$ cat config.mk
export PLATFORM = sky130hd
export DESIGN_NAME = universal_shift_reg
export DESIGN_NICKNAME = d
export VERILOG_FILES = /design/src/rtl/universal_shift_reg.sv
export SDC_FILE = /design/constraint.sdc
export NUM_CORES = 1
export LEC_CHECK = 0
export ABC_AREA = 0
export CAP_MARGIN = 0
export CORE_MARGIN = 2
export CORE_UTILIZATION = 45
export CTS_CLUSTER_SIZE = 14
export DETAILED_ROUTE_END_ITERATION = 7
export PLACE_DENSITY = 0.82
export SLEW_MARGIN = 10
export SYNTH_ARGS = -nofsm -noshare
export SYNTH_HDL_FRONTEND = slang
export SYNTH_SLANG_ARGS = --single-unit
export TNS_END_PERCENT = 5
$ cat constraint.sdc
create_clock -name clk -period 1.9 [get_ports clk]
set_clock_uncertainty 0.05 [all_clocks]
set_input_delay 0.38 -clock clk [delete_from_list [all_inputs] [get_ports clk]]
set_output_delay 0.38 -clock clk [all_outputs]
set_load 0.02 [all_outputs]
$ cat src/rtl/universal_shift_reg.sv
// Universal shift register with a valid/ready command port.
// One accepted command runs a burst of up to 2^LEN_W-1 steps on its own
// (shift left/right, rotate left/right, arithmetic shift right), or performs
// a single-cycle load/clear/hold, and then pulses done for one cycle.
module universal_shift_reg #(
    parameter int unsigned WIDTH = 8,
    parameter int unsigned STEP  = 1,
    parameter int unsigned LEN_W = 4
) (
    input  logic             clk,
    input  logic             rst_n,
    input  logic             op_valid,
    output logic             op_ready,
    input  logic [2:0]       op_mode,
    input  logic [LEN_W-1:0] op_len,
    input  logic [WIDTH-1:0] par_in,
    input  logic [STEP-1:0]  ser_in,
    input  logic             abort,
    output logic [WIDTH-1:0] data_out,
    output logic [STEP-1:0]  ser_out_msb,
    output logic [STEP-1:0]  ser_out_lsb,
    output logic             busy,
    output logic [LEN_W-1:0] remaining,
    output logic             done
);

    typedef enum logic {
        ST_IDLE = 1'b0,
        ST_RUN  = 1'b1
    } state_t;

    typedef enum logic [2:0] {
        MD_HOLD  = 3'd0,
        MD_SHL   = 3'd1,
        MD_SHR   = 3'd2,
        MD_ROTL  = 3'd3,
        MD_ROTR  = 3'd4,
        MD_ASR   = 3'd5,
        MD_LOAD  = 3'd6,
        MD_CLEAR = 3'd7
    } mode_t;

    state_t             r_state;
    state_t             w_state_nxt;
    mode_t              r_mode;
    mode_t              w_mode_nxt;
    mode_t              w_op_mode;
    logic [WIDTH-1:0]   r_data;
    logic [WIDTH-1:0]   w_data_nxt;
    logic [LEN_W-1:0]   r_remaining;
    logic [LEN_W-1:0]   w_remaining_nxt;
    logic               r_done;
    logic               w_done_nxt;
    logic               w_accept;

    // One step of a shifting mode; non-shifting modes return the data unchanged.
    function automatic logic [WIDTH-1:0] f_step(
        input mode_t            m,
        input logic [WIDTH-1:0] d,
        input logic [STEP-1:0]  s
    );
        logic [WIDTH-1:0] r;
        r = d;
        case (m)
            MD_SHL:  r = {d[WIDTH-STEP-1:0], s};
            MD_SHR:  r = {s, d[WIDTH-1:STEP]};
            MD_ROTL: r = {d[WIDTH-STEP-1:0], d[WIDTH-1:WIDTH-STEP]};
            MD_ROTR: r = {d[STEP-1:0], d[WIDTH-1:STEP]};
            MD_ASR:  r = {{STEP{d[WIDTH-1]}}, d[WIDTH-1:STEP]};
            default: r = d;
        endcase
        return r;
    endfunction

    // Next-state, next-data and completion logic for both states.
    always_comb begin
        w_state_nxt     = r_state;
        w_mode_nxt      = r_mode;
        w_data_nxt      = r_data;
        w_remaining_nxt = r_remaining;
        w_done_nxt      = 1'b0;
        w_op_mode       = mode_t'(op_mode);
        w_accept        = op_valid && (r_state == ST_IDLE) && !abort;

        case (r_state)
            ST_IDLE: begin
                if (w_accept) begin
                    case (w_op_mode)
                        MD_LOAD: begin
                            w_data_nxt = par_in;
                            w_done_nxt = 1'b1;
                        end
                        MD_CLEAR: begin
                            w_data_nxt = '0;
                            w_done_nxt = 1'b1;
                        end
                        MD_HOLD: begin
                            w_done_nxt = 1'b1;
                        end
                        default: begin
                            // The first step of a burst happens on the accept edge,
                            // so only bursts of two or more steps enter RUN.
                            if (op_len == '0) begin
                                w_done_nxt = 1'b1;
                            end else begin
                                w_data_nxt = f_step(w_op_mode, r_data, ser_in);
                                if (op_len == LEN_W'(1)) begin
                                    w_done_nxt = 1'b1;
                                end else begin
                                    w_state_nxt     = ST_RUN;
                                    w_mode_nxt      = w_op_mode;
                                    w_remaining_nxt = op_len - LEN_W'(1);
                                end
                            end
                        end
                    endcase
                end
            end
            ST_RUN: begin
                if (abort) begin
                    w_state_nxt     = ST_IDLE;
                    w_remaining_nxt = '0;
                end else begin
                    w_data_nxt      = f_step(r_mode, r_data, ser_in);
                    w_remaining_nxt = r_remaining - LEN_W'(1);
                    if (r_remaining == LEN_W'(1)) begin
                        w_state_nxt = ST_IDLE;
                        w_done_nxt  = 1'b1;
                    end
                end
            end
            default: begin
                w_state_nxt     = ST_IDLE;
                w_remaining_nxt = '0;
            end
        endcase
    end

    // State register.
    always_ff @(posedge clk or negedge rst_n) begin
        if (!rst_n) begin
            r_state <= ST_IDLE;
        end else begin
            r_state <= w_state_nxt;
        end
    end

    // Datapath and burst bookkeeping registers.
    always_ff @(posedge clk or negedge rst_n) begin
        if (!rst_n) begin
            r_mode      <= MD_HOLD;
            r_data      <= '0;
            r_remaining <= '0;
            r_done      <= 1'b0;
        end else begin
            r_mode      <= w_mode_nxt;
            r_data      <= w_data_nxt;
            r_remaining <= w_remaining_nxt;
            r_done      <= w_done_nxt;
        end
    end

    assign op_ready    = (r_state == ST_IDLE);
    assign busy        = (r_state == ST_RUN);
    assign remaining   = r_remaining;
    assign done        = r_done;
    assign data_out    = r_data;
    assign ser_out_msb = r_data[WIDTH-1:WIDTH-STEP];
    assign ser_out_lsb = r_data[STEP-1:0];

endmodule

==> run summary <==
status -> complete, no violations
number of distinct standard cells referenced by the synthesized netlist -> 48
Post-Syn Instances -> 175
P&R area growth vs syn -> 47.4%
row count -> 21
flops & latches, synth -> 17
number of setup violations in the final report -> 0
number of flops mapped to enable cells by yosys -> 0
# diodes -> 0
Max Cap Viol -> 0
period utilization -> 0.994
die height -> 62.0 um
sequential cell area fraction in the yosys report -> 0.281
post-synthesis area per instance -> 8.64 um^2
cell chosen for the clock root -> clkbuf_4
Setup crit end kind -> flip-flop
Net Count, Synth -> 200
I/O pin total -> 37
final count of pins violating max slew -> 0
number of warnings reported in the yosys synthesis log -> 0
floorplan die area -> 0.00384 mm^2
Hold Slack -> 0.334 ns
most area-hungry cell type in the Yosys netlist -> dfrtp_1
cell leakage power -> 1.01 nW
Commonest cells post-synth -> dfrtp_1 (17), inv_1 (14), nand2_1 (12), a21oi_1 (11), mux2i_1 (11)
cells on worst reg2reg path -> 5
met3 Use GR -> 0.0331
ys flop type -> dfrtp_1
TritonCTS clock tree -> done
buffer levels on the longest clock path -> 2
share of async-settable or async-resettable flops after synthesis -> 1.00
Clock transition at path regs -> 0.10 ns
main area contributors after synthesis -> dfrtp_1 (28%), mux2i_1 (7.3%), o31ai_2 (5.8%), ha_1 (4.1%), a21oi_1 (3.6%)
largest driver fanout on the critical path -> 7
register area -> 428 um^2
type of the most critical hold path -> primary input to asynchronous set/reset pin
number of global-route vias before repair -> 1489
quantity of I/O buffers inserted on ports -> 36
# Post-CTS Setup Buffers -> 0
Relative slew margins -> 0.624
via/cell ratio -> 5.73
startpoint type of the worst setup path -> flip-flop
global route overflow -> 0
routed wire length -> 4.39 mm
Data required, critical path -> 2.06 ns
wire length of the first global-routing pass -> 7.02 mm
GR met1 Demand/Resource -> 0.358
min Tclk post-route -> 1.89 ns
die width -> 62.0 um
share of the synthesized area in the top cell type -> 0.281
maximum ir drop on the vdd rail -> 0.000442 V
leading cell type by number of instances after synthesis -> dfrtp_1
CTS Buf Count -> 3
critical path arrival -> 2.05 ns
area of the mapped netlist -> 0.00151 mm^2
category of the most critical setup path -> flip-flop to flip-flop
number of antenna violations at the first check in global routing -> 0
pwr dens -> 1120 mW/mm^2
number of sinks driven by the clock tree -> 17
unrepaired setup endpoints after global routing -> yes
estimated wirelength of the detail-placed design -> 3.28 mm
DR WL/cell -> 15.5 um
Global Route Usage Sum -> 0.248
length of the first detailed-routing pass in iterations -> 4
clock latency at the later pin of the worst-skew pair -> 0.31 ns
final net count -> 264
Least-Margin Pin Slew -> 0.550 ns
GRT Max-Usage Layer -> met2
count of routing violations after the opening detailed-route iteration -> 130
filler cell count -> 250
via count -> 1628
RePlAce Congestion -> 0.857
total power -> 2.49 mW
final routed DRC violation total -> 0
htree depth -> 1
maximum number of pins on one net before global-route repair -> 18
multi-input combinational cell area -> 0.00100 mm^2
number of nets with antenna violations after routing -> 0
core area -> 0.00328 mm^2
initial core utilization -> 0.460
ratio of cells with drive above 1 in the final layout -> 0.265
endpoints failing hold -> 0
global routing usage on met2 -> 0.381
Fmax achieved -> 0.530 GHz
## state kept, by name, summed over array words and instances, names as in the netlist
| signal | cells |
|---|---|
| remaining | 4 |
| data_out | 8 |
| done | 1 |
| busy | 1 |
| r_mode | 3 |
## metrics by stage
step	instance area, um^2	instances	util	setup TNS [ns]	setup slack (ns)
finish	2230	284	0.678	0	0.0116
global route	2230	284	0.678	-0.333	-0.0791
CTS	2200	284	0.669	0	0.00700
detailed placement	2170	280	0.660	-2.82	-0.251
global placement	2170	280	0.660	-2.43	-0.203
floorplan	1540	175	-	-0.139	-0.0278
## routing by layer
metal / routed length, um / vias up
li1: - / 776
met1: 2000 / 770
met2: 2040 / 75
met3: 287 / 7
met4: 66 / 0
met5: 0 / -
## cell type report
| cell class | count | share of cell area |
|---|---|---|
| sequential | 17 | 0.192 |
| clock buffer | 4 | 0.0118 |
| tap | 46 | 0.0258 |
| timing repair buffer | 73 | 0.297 |
| multi-input combinational | 130 | 0.450 |
| inverter | 14 | 0.0236 |
## cells by family after synthesis
kind of cell / after synthesis / share of synthesized area
muxes: 13 / 0.0878
AOI/OAI and AO/OA: 51 / 0.275
adders and majority gates: 5 / 0.0414
and+or+nand+nor: 57 / 0.204
buffers and inverters: 28 / 0.0877
xor gates and xnor gates: 4 / 0.0232
DFF: 17 / 0.281
## worst paths after layout
| check | from | to | slack [ns] |
|---|---|---|---|
| min in group clk | remaining[0] | remaining[0] | 0.53 |
| worst max register to register | r_mode[1] | data_out[2] | 0.01 |
| worst min-delay path | rst_n | remaining[0] | 0.33 |
| max in group asynchronous | rst_n | data_out[0] | 1.25 |
| worst min register to register | remaining[0] | remaining[0] | 0.53 |
| worst max-delay path | r_mode[1] | data_out[2] | 0.01 |
## worst max-delay path: stages (launching register included)
cell and delay [ns]:
dfrtp_1 0.44, ha_4 0.26, or4b_4 0.49, o31ai_4 0.14, a221oi_2 0.14, o31ai_2 0.27
## placed cells by master, fill, tap and decap left out, drive strengths merged, types with 2 or more instances in the layout
| cell type | count |
|---|---|
| nor4 | 2 |
| o22ai | 5 |
| ha | 5 |
| a21oi | 11 |
| nand3 | 8 |
| nor2 | 10 |
| mux2 | 2 |
| nor2b | 3 |
| nor3b | 2 |
| dfrtp | 17 |
| buf | 37 |
| clkdlybuf4s50 | 30 |
| clkbuf | 4 |
| o2bb2ai | 2 |
| dlymetal6s2s | 5 |
| nand2b | 6 |
| a221oi | 6 |
| a211o | 2 |
| inv | 14 |
| nand2 | 12 |
| nor3 | 4 |
| xnor2 | 2 |
| o31ai | 8 |
| xor2 | 2 |
| a2111oi | 2 |
| o221ai | 2 |
| o211ai | 2 |
| mux2i | 11 |
| a211oi | 3 |
| nand3b | 5 |
## timing repair
| action | in CTS | in global routing |
|---|---|---|
| hold buffers | 0 | 0 |
| setup endpoints to repair | 4 | 13 |
| pin swaps | 1 | 0 |
| gates resized for setup | 3 | 9 |
## power by group
group          leakage, nW  switching, mW  internal, mW
clock               0.0150          0.128        0.0822
sequential           0.211          0.239         0.505
combinational        0.788          0.792         0.749
Note: power is estimated with default switching activity, not from simulation.
